## config.mk

```make
export PLATFORM = sky130hd
export DESIGN_NAME = proc_control
export DESIGN_NICKNAME = d
export VERILOG_FILES = /design/src/rtl/proc_control.sv
export SDC_FILE = /design/constraint.sdc
export NUM_CORES = 1
export LEC_CHECK = 0
export ABC_CLOCK_PERIOD_IN_PS = 1500
export CAP_MARGIN = 20
export CORE_MARGIN = 3
export CORE_UTILIZATION = 35
export CTS_BUF_LIST = sky130_fd_sc_hd__clkbuf_8
export DETAILED_ROUTE_END_ITERATION = 12
export GPL_TIMING_DRIVEN = 0
export PLACE_DENSITY = 0.77
export SETUP_SLACK_MARGIN = 0.3
export SLEW_MARGIN = 15
export SYNTH_ARGS = -nofsm -noshare
export SYNTH_HDL_FRONTEND = slang
export SYNTH_SLANG_ARGS = --single-unit
```

## constraint.sdc

```tcl
create_clock -name clock -period 1.5 [get_ports clock]
set_input_delay 0.3 -clock clock [delete_from_list [all_inputs] [get_ports clock]]
set_output_delay 0.3 -clock clock [all_outputs]
set_load 0.1 [all_outputs]
```

## src/rtl/proc_control.sv

```systemverilog
// Control sequencer for the simple-processor datapath: decodes a 9-bit instruction
// and steps through T0..T3, driving bus-mux selects, load enables, addsub and done.
module proc_control (
    input  logic        clock,
    input  logic        resetn,
    input  logic        run,
    input  logic [15:0] din,
    output logic        imediate_select,
    output logic        r0_select,
    output logic        r1_select,
    output logic        r2_select,
    output logic        r3_select,
    output logic        r4_select,
    output logic        r5_select,
    output logic        r6_select,
    output logic        r7_select,
    output logic        r_select,
    output logic        ir_in,
    output logic        r0_in,
    output logic        r1_in,
    output logic        r2_in,
    output logic        r3_in,
    output logic        r4_in,
    output logic        r5_in,
    output logic        r6_in,
    output logic        r7_in,
    output logic        a_in,
    output logic        g_in,
    output logic        addsub,
    output logic        done,
    output logic [1:0]  state
);

    typedef enum logic [1:0] {
        T0 = 2'd0,
        T1 = 2'd1,
        T2 = 2'd2,
        T3 = 2'd3
    } state_t;

    localparam logic [2:0] OP_MV  = 3'b000;
    localparam logic [2:0] OP_MVI = 3'b001;
    localparam logic [2:0] OP_ADD = 3'b010;
    localparam logic [2:0] OP_SUB = 3'b011;

    state_t      state_q;
    state_t      state_d;
    logic [8:0]  ir;
    logic [2:0]  opcode;
    logic [2:0]  rx;
    logic [2:0]  ry;
    logic [7:0]  x_dec;
    logic [7:0]  y_dec;
    logic        is_alu;

    logic [7:0]  reg_select_c;
    logic [7:0]  reg_in_c;
    logic        imediate_select_c;
    logic        r_select_c;
    logic        ir_in_c;
    logic        a_in_c;
    logic        g_in_c;
    logic        addsub_c;
    logic        done_c;

    assign opcode = ir[8:6];
    assign rx     = ir[5:3];
    assign ry     = ir[2:0];
    assign x_dec  = 8'd1 << rx;
    assign y_dec  = 8'd1 << ry;
    assign is_alu = (opcode == OP_ADD) || (opcode == OP_SUB);

    always_ff @(posedge clock or negedge resetn) begin
        if (!resetn) begin
            state_q <= T0;
            ir      <= 9'b0;
        end else begin
            state_q <= state_d;
            if (ir_in_c) begin
                ir <= din[15:7];
            end
        end
    end

    always_comb begin
        state_d           = state_q;
        reg_select_c      = 8'b0;
        reg_in_c          = 8'b0;
        imediate_select_c = 1'b0;
        r_select_c        = 1'b0;
        ir_in_c           = 1'b0;
        a_in_c            = 1'b0;
        g_in_c            = 1'b0;
        addsub_c          = 1'b0;
        done_c            = 1'b0;

        case (state_q)
            T0: begin
                ir_in_c = run;
                if (run) begin
                    state_d = T1;
                end
            end
            T1: begin
                case (opcode)
                    OP_MV: begin
                        reg_select_c = y_dec;
                        reg_in_c     = x_dec;
                        done_c       = 1'b1;
                        state_d      = T0;
                    end
                    OP_MVI: begin
                        imediate_select_c = 1'b1;
                        reg_in_c          = x_dec;
                        done_c            = 1'b1;
                        state_d           = T0;
                    end
                    OP_ADD, OP_SUB: begin
                        reg_select_c = x_dec;
                        a_in_c       = 1'b1;
                        state_d      = T2;
                    end
                    default: begin
                        // Reserved opcodes retire immediately without touching any register.
                        done_c  = 1'b1;
                        state_d = T0;
                    end
                endcase
            end
            T2: begin
                if (is_alu) begin
                    reg_select_c = y_dec;
                    g_in_c       = 1'b1;
                    addsub_c     = opcode[0];
                    state_d      = T3;
                end else begin
                    state_d = T0;
                end
            end
            T3: begin
                if (is_alu) begin
                    r_select_c = 1'b1;
                    reg_in_c   = x_dec;
                    done_c     = 1'b1;
                end
                state_d = T0;
            end
            default: state_d = T0;
        endcase
    end

    assign imediate_select = imediate_select_c;
    assign r_select        = r_select_c;
    assign r0_select       = reg_select_c[0];
    assign r1_select       = reg_select_c[1];
    assign r2_select       = reg_select_c[2];
    assign r3_select       = reg_select_c[3];
    assign r4_select       = reg_select_c[4];
    assign r5_select       = reg_select_c[5];
    assign r6_select       = reg_select_c[6];
    assign r7_select       = reg_select_c[7];

    assign ir_in  = ir_in_c;
    assign r0_in  = reg_in_c[0];
    assign r1_in  = reg_in_c[1];
    assign r2_in  = reg_in_c[2];
    assign r3_in  = reg_in_c[3];
    assign r4_in  = reg_in_c[4];
    assign r5_in  = reg_in_c[5];
    assign r6_in  = reg_in_c[6];
    assign r7_in  = reg_in_c[7];
    assign a_in   = a_in_c;
    assign g_in   = g_in_c;
    assign addsub = addsub_c;
    assign done   = done_c;
    assign state  = state_q;

endmodule

```

==> flow_summary.json, run 1 <==
{
  "ys_seq_area_frac": 0.347,
  "die_w_um": 53.6,
  "ioPinCount": 44,
  "synth-edff-count": 0,
  "synth_cells": 84,
  "yosysTopAreaCell": "dfrtp_1",
  "async_reset_ff_frac": 1.00,
  "numCtsBuffers": 3,
  "htreeDepth": 1,
  "outcome": "did not finish",
  "stop_stage": "clock tree synthesis",
  "yosys.cell_types.count": 28,
  "io_buffers": 36,
  "cts_buffer_depth": 2,
  "error_line": "[ERROR DPL-0038] Utilization greater than 100%, impossible to legalize",
  "gp_congestion": 0.770,
  "synth.most_common_cell": "dfrtp_1",
  "dp_cells": 147,
  "cts_setup_buffers": 23,
  "row_count": 16,
  "post-place-ws_ns": -1.57,
  "holdBufCountCts": 0,
  "syn_avg_cell_area_um2": 9.44,
  "synth-main-ff-cell": "dfrtp_1",
  "die_height_um": 53.6,
  "synth_nets": 108,
  "postSynthRegisterBits": 11,
  "yosys.area.top_type_share": 0.347,
  "clock-root-buffer": "clkbuf_8",
  "synthTopCellsByCount": "dfrtp_1 (11), mux2_2 (10), nor2_1 (9), o22ai_1 (7), nand2_1 (6)",
  "dp_hpwl_um": 1820,
  "initial_core_util": 0.385,
  "cts_resized": 247,
  "netlist_top_cells_area": "dfrtp_1 (35%), mux2_2 (14%), ha_1 (7.9%), o22ai_1 (5.5%), nor2_1 (4.3%)",
  "clock_sinks": 11,
  "syn_area_um2": 793,
  "yosysWarnings": 0
}
-- logic make-up after synthesis --
family / count (synthesis) / synth area share
DFF: 11 / 0.347
buffers and inverters: 4 / 0.0205
adders and majority gates: 5 / 0.0789
AOI/OAI and AO/OA: 14 / 0.115
muxes: 11 / 0.161
and+or+nand+nor: 39 / 0.278
-- through the flow --
| step | hold WS, ns | instance area, µm² |
|---|---|---|
| after floorplan | 0.00441 | 1090 |
| after global placement | 0.556 | 1480 |
| after detailed placement | 0.567 | 1480 |
==> run 2, diff against run 1 <==
==> config.mk (replaced) <==
export PLATFORM = sky130hd
export DESIGN_NAME = proc_control
export DESIGN_NICKNAME = d
export VERILOG_FILES = /design/src/rtl/proc_control.sv
export SDC_FILE = /design/constraint.sdc
export NUM_CORES = 1
export LEC_CHECK = 0
export ABC_CLOCK_PERIOD_IN_PS = 2000
export CAP_MARGIN = 20
export CORE_AREA = 3 3 64 66
export DETAILED_ROUTE_END_ITERATION = 12
export DIE_AREA = 0 0 67 69
export GPL_TIMING_DRIVEN = 0
export PLACE_DENSITY_LB_ADDON = 0.15
export SLEW_MARGIN = 15
export SYNTH_ARGS = -nofsm -noshare
export SYNTH_HDL_FRONTEND = slang
export SYNTH_SLANG_ARGS = --single-unit
==> constraint.sdc (replaced) <==
create_clock -name clock -period 2 [get_ports clock]
set_input_delay 0.4 -clock clock [delete_from_list [all_inputs] [get_ports clock]]
set_output_delay 0.4 -clock clock [all_outputs]
set_load 0.1 [all_outputs]
==> run 2 against run 1 <==
  * The flow now finishes, with violations (setup timing)
  * Synthesized cell count did not move
  * Area after synthesis did not move
==> flow_summary.json, run 2 <==
{
  "violations": "setup timing",
  "crit_arrival_ns": 1.89,
  "n_fill_cell": 321,
  "synth_top_family_by_area": "simple AND/OR/NAND/NOR gates",
  "syn_area_um2": 793,
  "grt_pass1_vias": 883,
  "met3_usage": 0.0114,
  "synth_nets": 108,
  "yosys.area_share.adder": 0.0789,
  "top_register": "ir",
  "cts_buffer_depth": 2,
  "drt_iter0_drc": 29,
  "wl_um": 2670,
  "synth-main-ff-cell": "dfrtp_1",
  "grt_antenna_before_repair": 0,
  "r2r_cells": 5,
  "clock_sinks": 11,
  "grt_use_met1": 0.146,
  "dpl-instance-area_mm2": 0.00145,
  "ioPinCount": 44,
  "yosysTopAreaCell": "dfrtp_1",
  "drc_errors": 0,
  "seq_area_um2": 285,
  "syn_avg_cell_area_um2": 9.44,
  "grt_max_degree": 12,
  "clock_latency_ns": 0.23,
  "async_reset_ff_frac": 1.00,
  "yosys.cell_types.count": 28,
  "yosys.area.top_type_share": 0.347,
  "tightest_slew_ns": 0.953,
  "dp_hpwl_um": 1840,
  "p_per_area_mw_per_mm2": 1730,
  "layout_commonest_cell": "buf_12",
  "htreeDepth": 1,
  "cp-endpoint": "r0_in",
  "cp.required_ns": 1.60,
  "drv_cap": 0,
  "timing.rr.start": "state[1]",
  "crit_type": "flip-flop to output pin",
  "netlist_top_cells_area": "dfrtp_1 (35%), mux2_2 (14%), ha_1 (7.9%), o22ai_1 (5.5%), nor2_1 (4.3%)",
  "startpoint": "state[1]",
  "die_area_mm2": 0.00462,
  "syn_to_final_growth_pct": 138,
  "min_period_ns": 2.29,
  "r2r_end": "state[0]",
  "postLayoutCellArea_mm2": 0.00188,
  "initial_core_util": 0.218,
  "skew_ns": 0.00107,
  "clock-root-buffer": "clkbuf_8",
  "synth_compound_area_frac": 0.115,
  "die_height_um": 69,
  "fin_crit_sh": 1.14,
  "outcome": "finished, violations left",
  "holdWs_ns": 0.499,
  "numCtsBuffers": 3,
  "synth-edff-count": 0,
  "avgViaCountPerCell": 4.61,
  "die_w_um": 67,
  "synthTopCellsByCount": "dfrtp_1 (11), mux2_2 (10), nor2_1 (9), o22ai_1 (7), nand2_1 (6)",
  "relSlewSlack": 0.367,
  "firstDrtPassIters": 3,
  "crit_fanout": 4,
  "cp-end-kind": "output pin",
  "vias": 876,
  "design.core.area_mm2": 0.00363,
  "fin_util": 0.519,
  "crit_path_start_kind": "flip-flop",
  "setup_slack_ns": -0.286,
  "wl_per_cell_um": 14.0,
  "power_mw": 3.26,
  "hold_viol": 0,
  "synth-simple-area-share": 0.278,
  "final_nets": 167,
  "ff2ff_setup_slack_ns": 0.65,
  "hp-class": "primary input to async pin",
  "gp_congestion": 0.776,
  "final_cell_mix": "buf_12 (17), buf_4 (16), clkdlybuf4s50_1 (11), mux2_2 (10), nor2_4 (8)",
  "post-place-ws_ns": -1.19,
  "rsz0062_at_grt": "yes",
  "grt_pass1_wl_um": 4430,
  "cts_tree": "done",
  "postSynthRegisterBits": 11,
  "ys_seq_area_frac": 0.347,
  "largest_reg_flops": 9,
  "num_antenna_cells": 0,
  "drive_above_1_share": 0.704,
  "yosysWarnings": 0,
  "fmax_mhz": 437,
  "multi_input_area_um2": 786,
  "io_buffers": 36,
  "p_leak_nw": 0.683,
  "holdBufCountCts": 0,
  "grt.overflow.total": 0,
  "synth.most_common_cell": "dfrtp_1",
  "synth_cells": 84,
  "grt_busiest_layer": "met2",
  "antenna_left": 0,
  "row_count": 22,
  "synth.area.mux_share": 0.161,
  "finalSetupViolations": 16,
  "grtUsageTotal": 0.124,
  "slew_viol_final": 0,
  "grtUsageMet2": 0.224,
  "ir_worst_vdd_v": 0.000925,
  "synth-xor-area-share": 0,
  "clkSlewWorstSetupHoldPaths_ns": 0.05
}
-- run 2: cell counts after synthesis --
Identical to the previous run, type by type.
-- run 2: worst max-delay path, stage by stage, from the launching register on --
cell	delay, ns
dfrtp_4	0.50
inv_6	0.09
ha_4	0.15
mux2_4	0.15
or3b_4	0.45
nor2_4	0.14
buf_12	0.18
-- run 2: what timing repair did --
| action | CTS | global route |
|---|---|---|
| resized for setup | 198 | 17 |
| pin swaps | 10 | 7 |
| setup buffers | 10 | 9 |
| endpoints found under the setup margin | 25 | 21 |
-- run 2: metal layers --
metal	up-vias	routed length (µm)
li1	425	-
met1	432	1030
met2	17	1550
met3	2	68
met4	0	16
met5	-	0
-- run 2: cell type report --
type	count	share of cell area
Buffer	1	0.00398
Clock buffer	4	0.0239
Inverter	3	0.0120
Multi-Input combinational cell	69	0.417
Sequential cell	11	0.151
Tap cell	48	0.0319
Timing Repair Buffer	54	0.360
-- run 2: report_power, final --
part | internal [mW] | total (mW) | switching, mW
Sequential | 0.353 | 0.540 | 0.187
Combinational | 0.994 | 2.51 | 1.52
Clock | 0.139 | 0.208 | 0.0689
-- run 2: worst min-delay path by stage --
stage | depth (start not counted) | to | slack, ns | start
floorplan | 0 | ir[0] | 0.10 | resetn
global placement | 1 | ir[4] | 0.55 | ir[4]
detailed placement | 1 | ir[4] | 0.56 | ir[4]
CTS | 1 | ir[2] | 0.52 | resetn
global route | 1 | ir[1] | 0.55 | resetn
finish | 1 | ir[2] | 0.50 | resetn
-- run 2: cells by family (layout without fill, tap and decap cells) --
group / count (synthesis) / after routing
flops: 11 / 11
compound gates: 14 / 14
fa+ha+maj: 5 / 5
buf+inv: 4 / 62
simple gates: 39 / 39
mux: 11 / 11
-- run 2: stage by stage --
step                      instances  TNS, ns
final                           190    -3.34
after global routing            190    -4.31
after CTS                       182    -3.31
after detailed placement        168   -22.79
after global placement          168   -22.45
after floorplan                  84    -7.19
(Power assumes the default switching activity.)
==> run 3, diff against run 2 <==
--- a/config.mk
+++ b/config.mk
@@ -8,6 +8,7 @@
 export ABC_CLOCK_PERIOD_IN_PS = 2000
 export CAP_MARGIN = 20
 export CORE_AREA = 3 3 64 66
+export CTS_CLUSTER_SIZE = 16
 export DETAILED_ROUTE_END_ITERATION = 12
 export DIE_AREA = 0 0 67 69
 export GPL_TIMING_DRIVEN = 0
==> results of run 3 <==
Same layout as run 2: the final DEF is identical, and so are final timing and power.
==> run 4, diff against run 3 <==
--- a/config.mk
+++ b/config.mk
@@ -13,6 +13,7 @@
 export DIE_AREA = 0 0 67 69
 export GPL_TIMING_DRIVEN = 0
 export PLACE_DENSITY_LB_ADDON = 0.15
+export SETUP_SLACK_MARGIN = 0.1
 export SLEW_MARGIN = 15
 export SYNTH_ARGS = -nofsm -noshare
 export SYNTH_HDL_FRONTEND = slang
==> run 4 against run 3 <==
  * First-iteration DRC count down 48%
  * The run still ends with setup timing left
  * Core utilization down 0.90 points
  * Die area stayed put
  * Non-clock buffer count down 7
  * Via count decreased by 5.0%
  * Global-route usage is 0.77 points lower
  * Cell area fell by 1.7%
  * Register-to-register slack worse by 0.14 ns
  * Clock skew is 0.0023 ns higher
  * Total power down 3.5%
  * Clock-buffer cell count unchanged
==> flow_summary.json, run 4 (synthesized netlist as in run 2, its figures left out) <==
{
  "grt_pass1_vias": 885,
  "outcome": "finished, violations left",
  "violations": "setup timing",
  "multi_input_area_um2": 786,
  "cts_buffer_depth": 2,
  "crit_type": "flip-flop to output pin",
  "critical_path.max_stage_delay_ns": 0.49,
  "power_mw": 3.14,
  "p_per_area_mw_per_mm2": 1700,
  "min_period_ns": 2.27,
  "cp-end-kind": "output pin",
  "dp_hpwl_um": 1880,
  "slowest_stage": "dfrtp_4",
  "path_cells": "inv_4, ha_4, mux2_4, or3b_4, nor2_4, buf_12",
  "ioPinCount": 44,
  "clkSlewWorstSetupHoldPaths_ns": 0.05,
  "gp_congestion": 0.717,
  "grt_max_degree": 12,
  "seq_area_um2": 284,
  "grt_antenna_before_repair": 0,
  "cp.buffers_inverters": 2,
  "setup_slack_ns": -0.271,
  "row_count": 22,
  "skew_ns": 0.00336,
  "grt.overflow.total": 0,
  "firstDrtPassIters": 4,
  "n_fill_cell": 334,
  "relSlewSlack": 0.366,
  "largest_reg_flops": 9,
  "die_w_um": 67,
  "final_nets": 160,
  "drt_iter0_drc": 15,
  "io_buffers": 36,
  "avgViaCountPerCell": 4.55,
  "crit_arrival_ns": 1.87,
  "finalSetupViolations": 18,
  "syn_to_final_growth_pct": 133,
  "timing.rr.start": "state[1]",
  "initial_core_util": 0.218,
  "num_antenna_cells": 0,
  "p_leak_nw": 0.655,
  "cp.required_ns": 1.60,
  "fmax_mhz": 440,
  "crit_fanout": 5,
  "vias": 832,
  "drv_cap": 0,
  "hold_viol": 0,
  "tightest_slew_ns": 0.955,
  "clock-root-buffer": "clkbuf_8",
  "ir_worst_vdd_v": 0.000878,
  "top_register": "ir",
  "holdWs_ns": 0.492,
  "layout_commonest_cell": "buf_12",
  "drc_errors": 0,
  "crit_path_start_kind": "flip-flop",
  "htreeDepth": 1,
  "die_height_um": 69,
  "drive_above_1_share": 0.659,
  "clock_sinks": 11,
  "wl_um": 2510,
  "hp-class": "primary input to async pin",
  "rsz0062_at_grt": "yes",
  "cp_top_family": "simple AND/OR/NAND/NOR gates",
  "startpoint": "state[1]",
  "cts_tree": "done",
  "antenna_left": 0,
  "final_cell_mix": "buf_12 (18), clkdlybuf4s50_1 (11), mux2_2 (9)",
  "grtUsageTotal": 0.116,
  "grt_pass1_wl_um": 4200,
  "wl_per_cell_um": 13.7,
  "clock_latency_ns": 0.24,
  "die_area_mm2": 0.00462,
  "numCtsBuffers": 3,
  "slew_viol_final": 0,
  "design.core.area_mm2": 0.00363,
  "fin_crit_sh": 1.14
}
## run 4: layout make-up
type | count | area share
Multi-Input combinational cell | 69 | 0.424
Timing Repair Buffer | 47 | 0.351
Sequential cell | 11 | 0.153
Tap cell | 48 | 0.0324
Clock buffer | 4 | 0.0243
Inverter | 3 | 0.0108
Buffer | 1 | 0.00405
## run 4: final timing paths
kind	slack [ns]	endpoint	cells past startpoint
worst max-delay path	-0.27	r6_in	6
worst max register to register	0.51	state[1]	6
worst min register to register	0.59	ir[4]	1
max in group asynchronous	1.14	state[0]	1
min in group clock	0.59	ir[4]	1
worst min-delay path	0.49	ir[0]	1
## run 4: what timing repair did
item,4_1_cts,5_1_grt
setup endpoints to repair,25,25
pin swaps,10,7
setup buffers,10,1
gates resized for setup,207,9
endpoints found under the hold margin,0,0
hold buffers,0,0
cloned,0,0
## run 4: through the flow
stage	instances	instance area, µm²	utilization	setup slack (ns)	TNS, ns
after floorplan	84	1040	-	-0.488	-7.25
after global placement	168	1460	0.401	-1.16	-22.42
after detailed placement	168	1460	0.401	-1.20	-22.98
after CTS	182	1810	0.499	-0.313	-3.44
after global routing	183	1850	0.510	-0.330	-4.46
final	183	1850	0.510	-0.271	-3.30
## run 4: power by group
group	switching, mW	internal (mW)
Sequential	0.206	0.350
Clock	0.0795	0.140
Combinational	1.45	0.922
## run 4: per-layer routing
metal / wire length (µm) / track usage / vias up
li1: - / - / 412
met1: 999 / 0.140 / 395
met4: 31 / 0.0473 / 0
met5: 0 / 0 / -
met2: 1390 / 0.204 / 21
met3: 83 / 0.00977 / 4
